`src/rtl/i2c_arb_pkg.sv`:
```
// Shared types and constants for the i2c request arbiter.
// Used by i2c_req_arbiter (optional watchdog enabled by macro I2C_ARB_TIMEOUT_EN).
package i2c_arb_pkg;

    localparam int I2C_ADDR_W      = 8;
    localparam int I2C_DATA_W      = 8;
    localparam int DEFAULT_TIMEOUT = 4096;

    typedef enum logic [1:0] {
        IDLE      = 2'd0,
        ISSUE     = 2'd1,
        WAIT_DONE = 2'd2,
        RESP      = 2'd3
    } arb_state_t;

endpackage

```
`src/rtl/rr_pick.sv`:
```
// Round-robin priority picker: returns the first set request bit found
// searching upward from last_grant+1, wrapping at N.
module rr_pick #(
    parameter int N     = 4,
    parameter int IDX_W = (N > 1) ? $clog2(N) : 1
) (
    input  logic [N-1:0]     req,
    input  logic [IDX_W-1:0] last_grant,
    output logic [IDX_W-1:0] grant,
    output logic             any
);

    logic [IDX_W:0] cand;

    // Walk the offsets from farthest to nearest so the nearest hit wins.
    always_comb begin
        grant = '0;
        any   = 1'b0;
        cand  = '0;
        for (int i = N; i >= 1; i--) begin
            cand = {1'b0, last_grant} + (IDX_W+1)'(i);
            if (cand >= (IDX_W+1)'(N)) begin
                cand = cand - (IDX_W+1)'(N);
            end
            if (req[cand[IDX_W-1:0]]) begin
                grant = cand[IDX_W-1:0];
                any   = 1'b1;
            end
        end
    end

endmodule

```
`src/rtl/i2c_req_arbiter.sv`:
```
// Round-robin arbiter sharing one i2c_controller between NUM_REQ requesters.
// Define I2C_ARB_TIMEOUT_EN to add the WAIT_DONE watchdog with controller abort.
module i2c_req_arbiter
    import i2c_arb_pkg::*;
#(
    parameter int NUM_REQ        = 4,
    parameter int TIMEOUT_CYCLES = DEFAULT_TIMEOUT
) (
    input  logic                          clk,
    input  logic                          rst,
    input  logic [NUM_REQ-1:0]            req_valid,
    input  logic [NUM_REQ*I2C_ADDR_W-1:0] req_addr,
    input  logic [NUM_REQ*I2C_DATA_W-1:0] req_data,
    output logic [NUM_REQ-1:0]            req_ready,
    output logic [NUM_REQ-1:0]            rsp_valid,
    output logic                          rsp_nack,
    output logic                          rsp_timeout,
    output logic                          cont_start,
    output logic [I2C_ADDR_W-1:0]         cont_address,
    output logic [I2C_DATA_W-1:0]         cont_data_in,
    output logic                          cont_abort,
    input  logic                          cont_busy,
    input  logic                          cont_done,
    input  logic                          cont_nack
);

    localparam int IDX_W = $clog2(NUM_REQ);

    if (NUM_REQ < 2 || NUM_REQ > 8) begin : g_bad_num_req
        $error("i2c_req_arbiter: NUM_REQ must be in 2..8");
    end
    if (TIMEOUT_CYCLES < 2) begin : g_bad_timeout
        $error("i2c_req_arbiter: TIMEOUT_CYCLES must be at least 2");
    end

    arb_state_t         state;
    arb_state_t         state_next;
    logic [IDX_W-1:0]   grant_q;
    logic [IDX_W-1:0]   last_grant;
    logic [IDX_W-1:0]   pick_grant;
    logic               pick_any;
    logic               latch_grant;
    logic               timeout_hit;
    logic [NUM_REQ-1:0] req_ready_d;
    logic [NUM_REQ-1:0] rsp_valid_d;
    logic               rsp_nack_d;
    logic               rsp_timeout_d;
    logic               cont_start_d;
    logic               cont_abort_d;

    rr_pick #(
        .N     (NUM_REQ),
        .IDX_W (IDX_W)
    ) u_pick (
        .req        (req_valid),
        .last_grant (last_grant),
        .grant      (pick_grant),
        .any        (pick_any)
    );

`ifdef I2C_ARB_TIMEOUT_EN
    localparam int TMR_W = $clog2(TIMEOUT_CYCLES) + 1;

    logic [TMR_W-1:0] timer;

    always_ff @(posedge clk) begin
        if (rst) begin
            timer <= '0;
        end else if (state == ISSUE) begin
            timer <= '0;
        end else if (state == WAIT_DONE) begin
            timer <= timer + TMR_W'(1);
        end
    end

    assign timeout_hit = (state == WAIT_DONE) &&
                         (timer == TMR_W'(TIMEOUT_CYCLES - 1));
`else
    assign timeout_hit = 1'b0;
`endif

    // Outputs are computed one cycle ahead here and registered below, so every
    // controller/requester-facing signal comes straight from a flop.
    always_comb begin
        state_next    = state;
        latch_grant   = 1'b0;
        req_ready_d   = '0;
        rsp_valid_d   = '0;
        rsp_nack_d    = 1'b0;
        rsp_timeout_d = 1'b0;
        cont_start_d  = 1'b0;
        cont_abort_d  = 1'b0;
        case (state)
            IDLE: begin
                if (pick_any && !cont_busy) begin
                    latch_grant  = 1'b1;
                    cont_start_d = 1'b1;
                    req_ready_d  = NUM_REQ'(1) << pick_grant;
                    state_next   = ISSUE;
                end
            end
            ISSUE: begin
                state_next = WAIT_DONE;
            end
            WAIT_DONE: begin
                // A completion in the watchdog's final cycle still counts as done.
                if (cont_done) begin
                    rsp_valid_d = NUM_REQ'(1) << grant_q;
                    rsp_nack_d  = cont_nack;
                    state_next  = RESP;
                end else if (timeout_hit) begin
                    rsp_valid_d   = NUM_REQ'(1) << grant_q;
                    rsp_nack_d    = 1'b1;
                    rsp_timeout_d = 1'b1;
                    cont_abort_d  = 1'b1;
                    state_next    = RESP;
                end
            end
            RESP: begin
                state_next = IDLE;
            end
            default: begin
                state_next = IDLE;
            end
        endcase
    end

    always_ff @(posedge clk) begin
        if (rst) begin
            state        <= IDLE;
            grant_q      <= '0;
            last_grant   <= IDX_W'(NUM_REQ - 1);
            req_ready    <= '0;
            rsp_valid    <= '0;
            rsp_nack     <= 1'b0;
            rsp_timeout  <= 1'b0;
            cont_start   <= 1'b0;
            cont_abort   <= 1'b0;
            cont_address <= '0;
            cont_data_in <= '0;
        end else begin
            state       <= state_next;
            req_ready   <= req_ready_d;
            rsp_valid   <= rsp_valid_d;
            rsp_nack    <= rsp_nack_d;
            rsp_timeout <= rsp_timeout_d;
            cont_start  <= cont_start_d;
            cont_abort  <= cont_abort_d;
            if (latch_grant) begin
                grant_q      <= pick_grant;
                cont_address <= req_addr[pick_grant*I2C_ADDR_W +: I2C_ADDR_W];
                cont_data_in <= req_data[pick_grant*I2C_DATA_W +: I2C_DATA_W];
            end
            if (state == RESP) begin
                last_grant <= grant_q;
            end
        end
    end

endmodule

```
`config.mk`:
```
export PLATFORM = sky130hd
export DESIGN_NAME = i2c_req_arbiter
export DESIGN_NICKNAME = d
export VERILOG_FILES = /design/src/rtl/i2c_arb_pkg.sv /design/src/rtl/rr_pick.sv /design/src/rtl/i2c_req_arbiter.sv
export SDC_FILE = /design/constraint.sdc
export NUM_CORES = 1
export LEC_CHECK = 0
export ABC_AREA = 1
export CORE_MARGIN = 1
export CORE_UTILIZATION = 45
export DETAILED_ROUTE_END_ITERATION = 8
export DONT_BUFFER_PORTS = 1
export GPL_TIMING_DRIVEN = 0
export PLACE_DENSITY = 0.7
export SKIP_CTS_REPAIR_TIMING = 1
export SLEW_MARGIN = 30
export SYNTH_ARGS = -nofsm -noshare
export SYNTH_HDL_FRONTEND = slang
export SYNTH_SLANG_ARGS = --single-unit
```
`constraint.sdc`:
```
create_clock -name clk -period 1.5 [get_ports clk]
set_input_delay 0.15 -clock clk [delete_from_list [all_inputs] [get_ports clk]]
set_output_delay 0.15 -clock clk [all_outputs]
set_load 0.02 [all_outputs]
```
==> out/metrics.cfg, run 1 <==
[floorplanning]
core_sq_um=4060
die_area_sq_um=4530
start_util_pct=47.3
dieHeight_um=67.3
ios=101
row_count=23
die_w_um=67.3

[yosys]
synth_top_area_cell=dfxtp_1
synth-main-ff-cell=dfxtp_1
yosysSeqAreaShare_pct=33.4
yosysTopAreaCellShare_pct=33.4
syn-cell-area_sq_um=1920
synth_common_cells=97 x nand2_1, 87 x nand3_1, 32 x dfxtp_1
netlist_top_cells_area=dfxtp_1 33%, nand3_1 23%, nand2_1 19%, inv_1 2.7%, ha_1 2.6%
ys_types=25
syn_avg_cell_area_sq_um=6.64
synth_edf_count=0
ys_ff_latch=32
synthArstFlopShare_pct=0
ys_warn_count=0
yosysMostFrequentCell=nand2_1
netlist_instances=289

[power_and_ir_drop]
internal-power_uw=2770
fin_total_pwr_uw=5030
swShare_pct=44.9
powerDensity_nw_per_um2=1850
p_leak_uw=0.00129
p_comb_share_pct=54.3
power.switching_uw=2260
p_seq_share_pct=29.2
power_frac_clock_pct=16.6
vdd_drop_max_uv=1280

[clock_network]
ctsLongestPathBuffers=2
cts_made_buffers=5
cts.sinks=32
ctsHtreeMaxLevel=2
clk_latency_ps=290
cts_tree=yes
clk_pin_slew_ps=70
clockRootBuffer=clkbuf_8

[worst_setup_path]
worstPathRequired_ps=1740
arrival_ps=1980
cp-end-kind=register
r2r_cells=13
path_class=reg -> reg
cp-start-kind=register
worstPathMaxFanout=8

[global_routing]
grt_max_degree=12
grt_overflow_total=0
grt_pass1_wl_um=7250
grt_pass1_vias=1643
grt_util_all_layers_pct=21.9
antenna_found_initial=0

[outcome]
violations=hold timing, setup timing
status=finished, violations left

[place]
gp_congestion=0.849
io_buffers=0
pre_cts_ws_ps=-225
dp_hpwl_um=3860

[sta]
holdWs_ps=-24.6
clock.fmax_mhz=576
maxSlewViolCount=0
fin_ws_ps=-237
setup_viol=24
min_period_ps=1740
finClkSkew_ps=4.95
rsz0062_at_grt=yes
fin_crit_sh_pct=116
finalSetupTns_ps=-3900
hold_violations=1

[min_path]
hold_path.class=in -> reg
min_path_cells=2

[route]
avgViaCountPerCell=5.62
drc=0
drtAntennaViolNets=0
routed_wirelength_um=5960
drt_iter0_drc=96
first_pass_iters=5
avgRoutedWirePerCell_um=16.1
vias=2078

[final_layout]
drive_above_1_share_pct=34.4
syn_to_final_growth_pct=41.9
final_util_pct=67.1
fillers=365
fin_nets=396
antennaDiodeCount=0

[flow_run]
max_cap_viol_count=0

-- power groups by stage --
| stage | combinational, uW | clock, uW | sequential (uW) |
|---|---|---|---|
| floorplan | 1490 | 0 | 1420 |
| global placement | 1780 | 0 | 1470 |
| detailed placement | 1820 | 0 | 1470 |
| CTS | 1820 | 851 | 1450 |
| global route | 2980 | 893 | 1500 |
| finish | 2730 | 834 | 1470 |
-- final cells by class --
cell class / count / area [sq um] / share of cell area (%)
repair inverters: 1 / 6.26 / 0.230
well taps: 50 / 62.6 / 2.30
inverters: 21 / 116 / 4.27
clock inverters: 3 / 42.5 / 1.56
repair buffers: 21 / 223 / 8.18
flip-flops and latches: 32 / 648 / 23.8
multi-input cells: 222 / 1370 / 50.3
clock buffers: 5 / 68.8 / 2.53
plain buffers: 15 / 185 / 6.80
-- per-stage QoR --
step | area, sq um | instances
2_1_floorplan | 1990 | 290
3_3_place_gp | 2050 | 340
3_5_place_dp | 2050 | 340
4_1_cts | 2170 | 348
5_1_grt | 2720 | 370
6_report | 2720 | 370
-- critical path: stages (launching register included) --
cell and delay, ps:
dfxtp_4 440, inv_8 60, nand2_1 90, nand3_2 90
nand2_2 90, inv_1 50, nand2_2 70, nand3_4 170
nand2_8 170, clkbuf_16 150, nand2_1 40, nand3_1 90
nand3_2 80, nand2_1 60
-- sequential cells by signal (all words and copies together) (netlist names) --
register / flops
cont_address: 8
cont_data_in: 8
cont_start: 1
grant_q: 2
last_grant: 2
req_ready: 4
rsp_nack: 1
rsp_valid: 4
state: 2
-- layout by cell type (no fill, tap or decap), drive strengths merged --
master,n
nand3b,1
nor3,3
bufinv,1
and2,1
dlygate4sd3,2
ha,4
nor2,7
nand4,2
conb,2
o22ai,1
clkbuf,8
clkinv,2
nand2,103
dfxtp,32
o21ai,3
buf,31
a21oi,5
inv,21
nand3,90
clkinvlp,1
-- path summary, 6_finish.rpt --
path	from	endpoint	slack [ps]
max	last_grant[0]	cont_address[1]	-240
min	rst	last_grant[0]	-20
max reg2reg	last_grant[0]	cont_address[1]	-240
min reg2reg	grant_q[0]	rsp_valid[0]	500
-- layer usage --
layer,track usage [%],vias up,wire length (um)
met5,0,-,0
met2,36.9,101,2990
met4,7.71,0,93
li1,-,1012,-
met1,24.5,956,2310
met3,9.29,9,566
-- logic make-up after synthesis --
group	after synthesis	share of synthesized area (%)
buffers and inverters	36	10.2
AOI/OAI and AO/OA	9	2.41
DFF	32	33.4
adders and majority gates	4	2.61
other	1	0.196
and+or+nand+nor	207	51.2
Power figures use the tool's default switching activity.
==> run 2: changes to the inputs <==
REMOVE_ABC_BUFFERS = 1   (was not set)
==> run 2 against run 1 <==
Net effect:
- the run ends with setup timing left
- critical path depth grew 1
- via count increased by 2.4%
- largest power group unchanged
- worst hold slack better by 91 ps
- die area unchanged
- design area shrank 0.83%
- largest cell class unchanged
- clock power down 0.7%
- sequential share of layout area up 0.11 points
- register-to-register slack got worse by 20 ps
==> out/metrics.cfg, run 2 (same netlist as run 1, synthesis figures left out) <==
[outcome]
violations=setup timing
status=finished, violations left

[clock_network]
cts_made_buffers=5  ; unchanged
ctsLongestPathBuffers=2  ; unchanged
cts_tree=yes
clk_pin_slew_ps=70  ; about the same
clockRootBuffer=clkbuf_8
cts.sinks=32  ; unchanged
clk_latency_ps=280  ; about the same
ctsHtreeMaxLevel=2  ; unchanged

[floorplanning]
start_util_pct=47.3  ; unchanged
ios=101  ; unchanged
dieHeight_um=67.3  ; unchanged
die_w_um=67.3  ; unchanged
core_sq_um=4060  ; unchanged
row_count=23  ; unchanged
die_area_sq_um=4530  ; unchanged

[final_layout]
fin_cells=362  ; -2.2%
reg.largest.list=cont_address (8), cont_data_in (8)
drive_above_1_share_pct=32.1  ; -2.3 points
layout_common_cells=74 x nand2_1, 70 x nand3_1, 30 x dfxtp_1
fin_nets=388  ; -2.0%
multi_input_comb_area_sq_um=1470  ; +7.1%
fillers=333  ; -8.8%
antennaDiodeCount=0  ; unchanged
seq_area_sq_um=646  ; -0.39%
syn_to_final_growth_pct=40.8
layout_commonest_cell=nand2_1

[worst_setup_path]
cp-end-kind=register
cpPeakStageDelay_ps=410  ; -30 ps
worstPathMaxFanout=8  ; unchanged
cp_cell_sequence=inv_8 -> nand2_4 -> nand2_4 -> nand2_4 -> nand2_4 -> inv_8 -> nand2_4 -> nand3_4 -> buf_12 -> clkbuf_16 -> nand3_2 -> nand3_2 -> nand3_1 -> nand2_1
path_class=reg -> reg
worstPathRequired_ps=1680  ; -60 ps
arrival_ps=1940  ; -40 ps
cp_common_cell=nand2_4
cp-start-kind=register
critPathSlowestCell=dfxtp_4

[global_routing]
grt_pass1_wl_um=6180  ; -15%
grt_max_degree=36  ; +24
antenna_found_initial=0  ; unchanged
grt_util_all_layers_pct=18.6  ; -3.3 points
grt_pass1_vias=1363  ; -17%
grt_overflow_total=0  ; unchanged

[min_path]
hold_path.class=in -> reg

[route]
first_pass_iters=6  ; +1
drc=0  ; unchanged
vias=2128  ; +2.4%
drt_iter0_drc=99  ; +3.1%
drtAntennaViolNets=0  ; unchanged
routed_wirelength_um=6330  ; +6.1%
avgViaCountPerCell=5.88  ; +4.7%
avgRoutedWirePerCell_um=17.5  ; +8.4%

[place]
dp_hpwl_um=2970  ; -23%
gp_congestion=0.790  ; -7.0%
dp_cells=325  ; -4.4%
io_buffers=0  ; unchanged

[power_and_ir_drop]
p_leak_uw=0.00127  ; -1.2%
vdd_drop_max_uv=821  ; -36%
powerDensity_nw_per_um2=1820  ; -1.6%

[sta]
rsz0062_at_grt=yes
hold_violations=0  ; -1
finClkSkew_ps=2.92  ; -2.03 ps
min_period_ps=1750  ; +16.4 ps
fin_ws_ps=-253  ; -16.4 ps
fin_crit_sh_pct=117  ; +1.1 points
holdWs_ps=66.5  ; +91.1 ps
maxSlewViolCount=0  ; unchanged
clock.fmax_mhz=570  ; -0.94%
setup_viol=24  ; unchanged

[flow_run]
max_cap_viol_count=0  ; unchanged

[run 2: cell types whose count changed in the layout (fill, tap and decap cells not counted), moves of 3 or more]
cell,before,now
nand2_8,1,5
inv_6,3,0
buf_8,5,1
buf_4,17,7
nand3_1,67,70
nand2_2,16,13
nand2_4,12,15
buf_12,1,5
buf_6,8,1
[run 2: area by class of cell]
| cell class | count | area share (%) |
|---|---|---|
| repair buffers | 19 | 10.1 |
| repair inverters | 3 | 0.649 |
| clock buffers | 5 | 2.55 |
| flip-flops and latches | 32 | 23.9 |
| multi-input cells | 229 | 54.4 |
| inverters | 21 | 4.49 |
| well taps | 50 | 2.32 |
| clock inverters | 3 | 1.58 |
[run 2: power by group]
group,leakage [uW],internal [uW],switching [uW]
sequential,0.000261,1080,396
clock,0.0000541,491,337
combinational,0.000957,1010,1600
total,0.00127,2580,2340
[run 2: stage by stage]
stage / total power, uW / setup TNS (ps) / setup WS (ps) / area (sq um) / utilization, %
after floorplan: 2650 / -9940 / -489 / 1810 / -
after global placement: 2960 / -20350 / -976 / 1870 / 46.1
after detailed placement: 3000 / -21400 / -1030 / 1870 / 46.1
after CTS: 3830 / -21640 / -1040 / 1980 / 48.9
after global routing: 5210 / -6560 / -319 / 2700 / 66.5
final: 4910 / -4510 / -253 / 2700 / 66.5
[run 2: worst paths after layout]
kind | cells past startpoint | start | slack (ps) | to
max | 14 | last_grant[0] | -250 | cont_address[3]
min | 3 | rst | 70 | rsp_valid[0]
max reg2reg | 14 | last_grant[0] | -250 | cont_address[3]
min reg2reg | 1 | grant_q[0] | 500 | rsp_valid[2]
[run 2: layer usage]
| layer | vias to the layer above | global-route usage, % | share of wire (%) |
|---|---|---|---|
| met1 | 978 | 22.3 | 43 |
| met3 | 13 | 6.08 | 7.9 |
| met5 | - | 0 | 0 |
| met4 | 0 | 7.18 | 1.6 |
| li1 | 1010 | - | - |
| met2 | 127 | 30.6 | 48 |
[run 2: critical path, delay by kind of cell, from the launching register on]
kind | cells | cell delay (ps)
and+or+nand+nor | 10 | 770
buffers and inverters | 4 | 470
DFF | 1 | 410
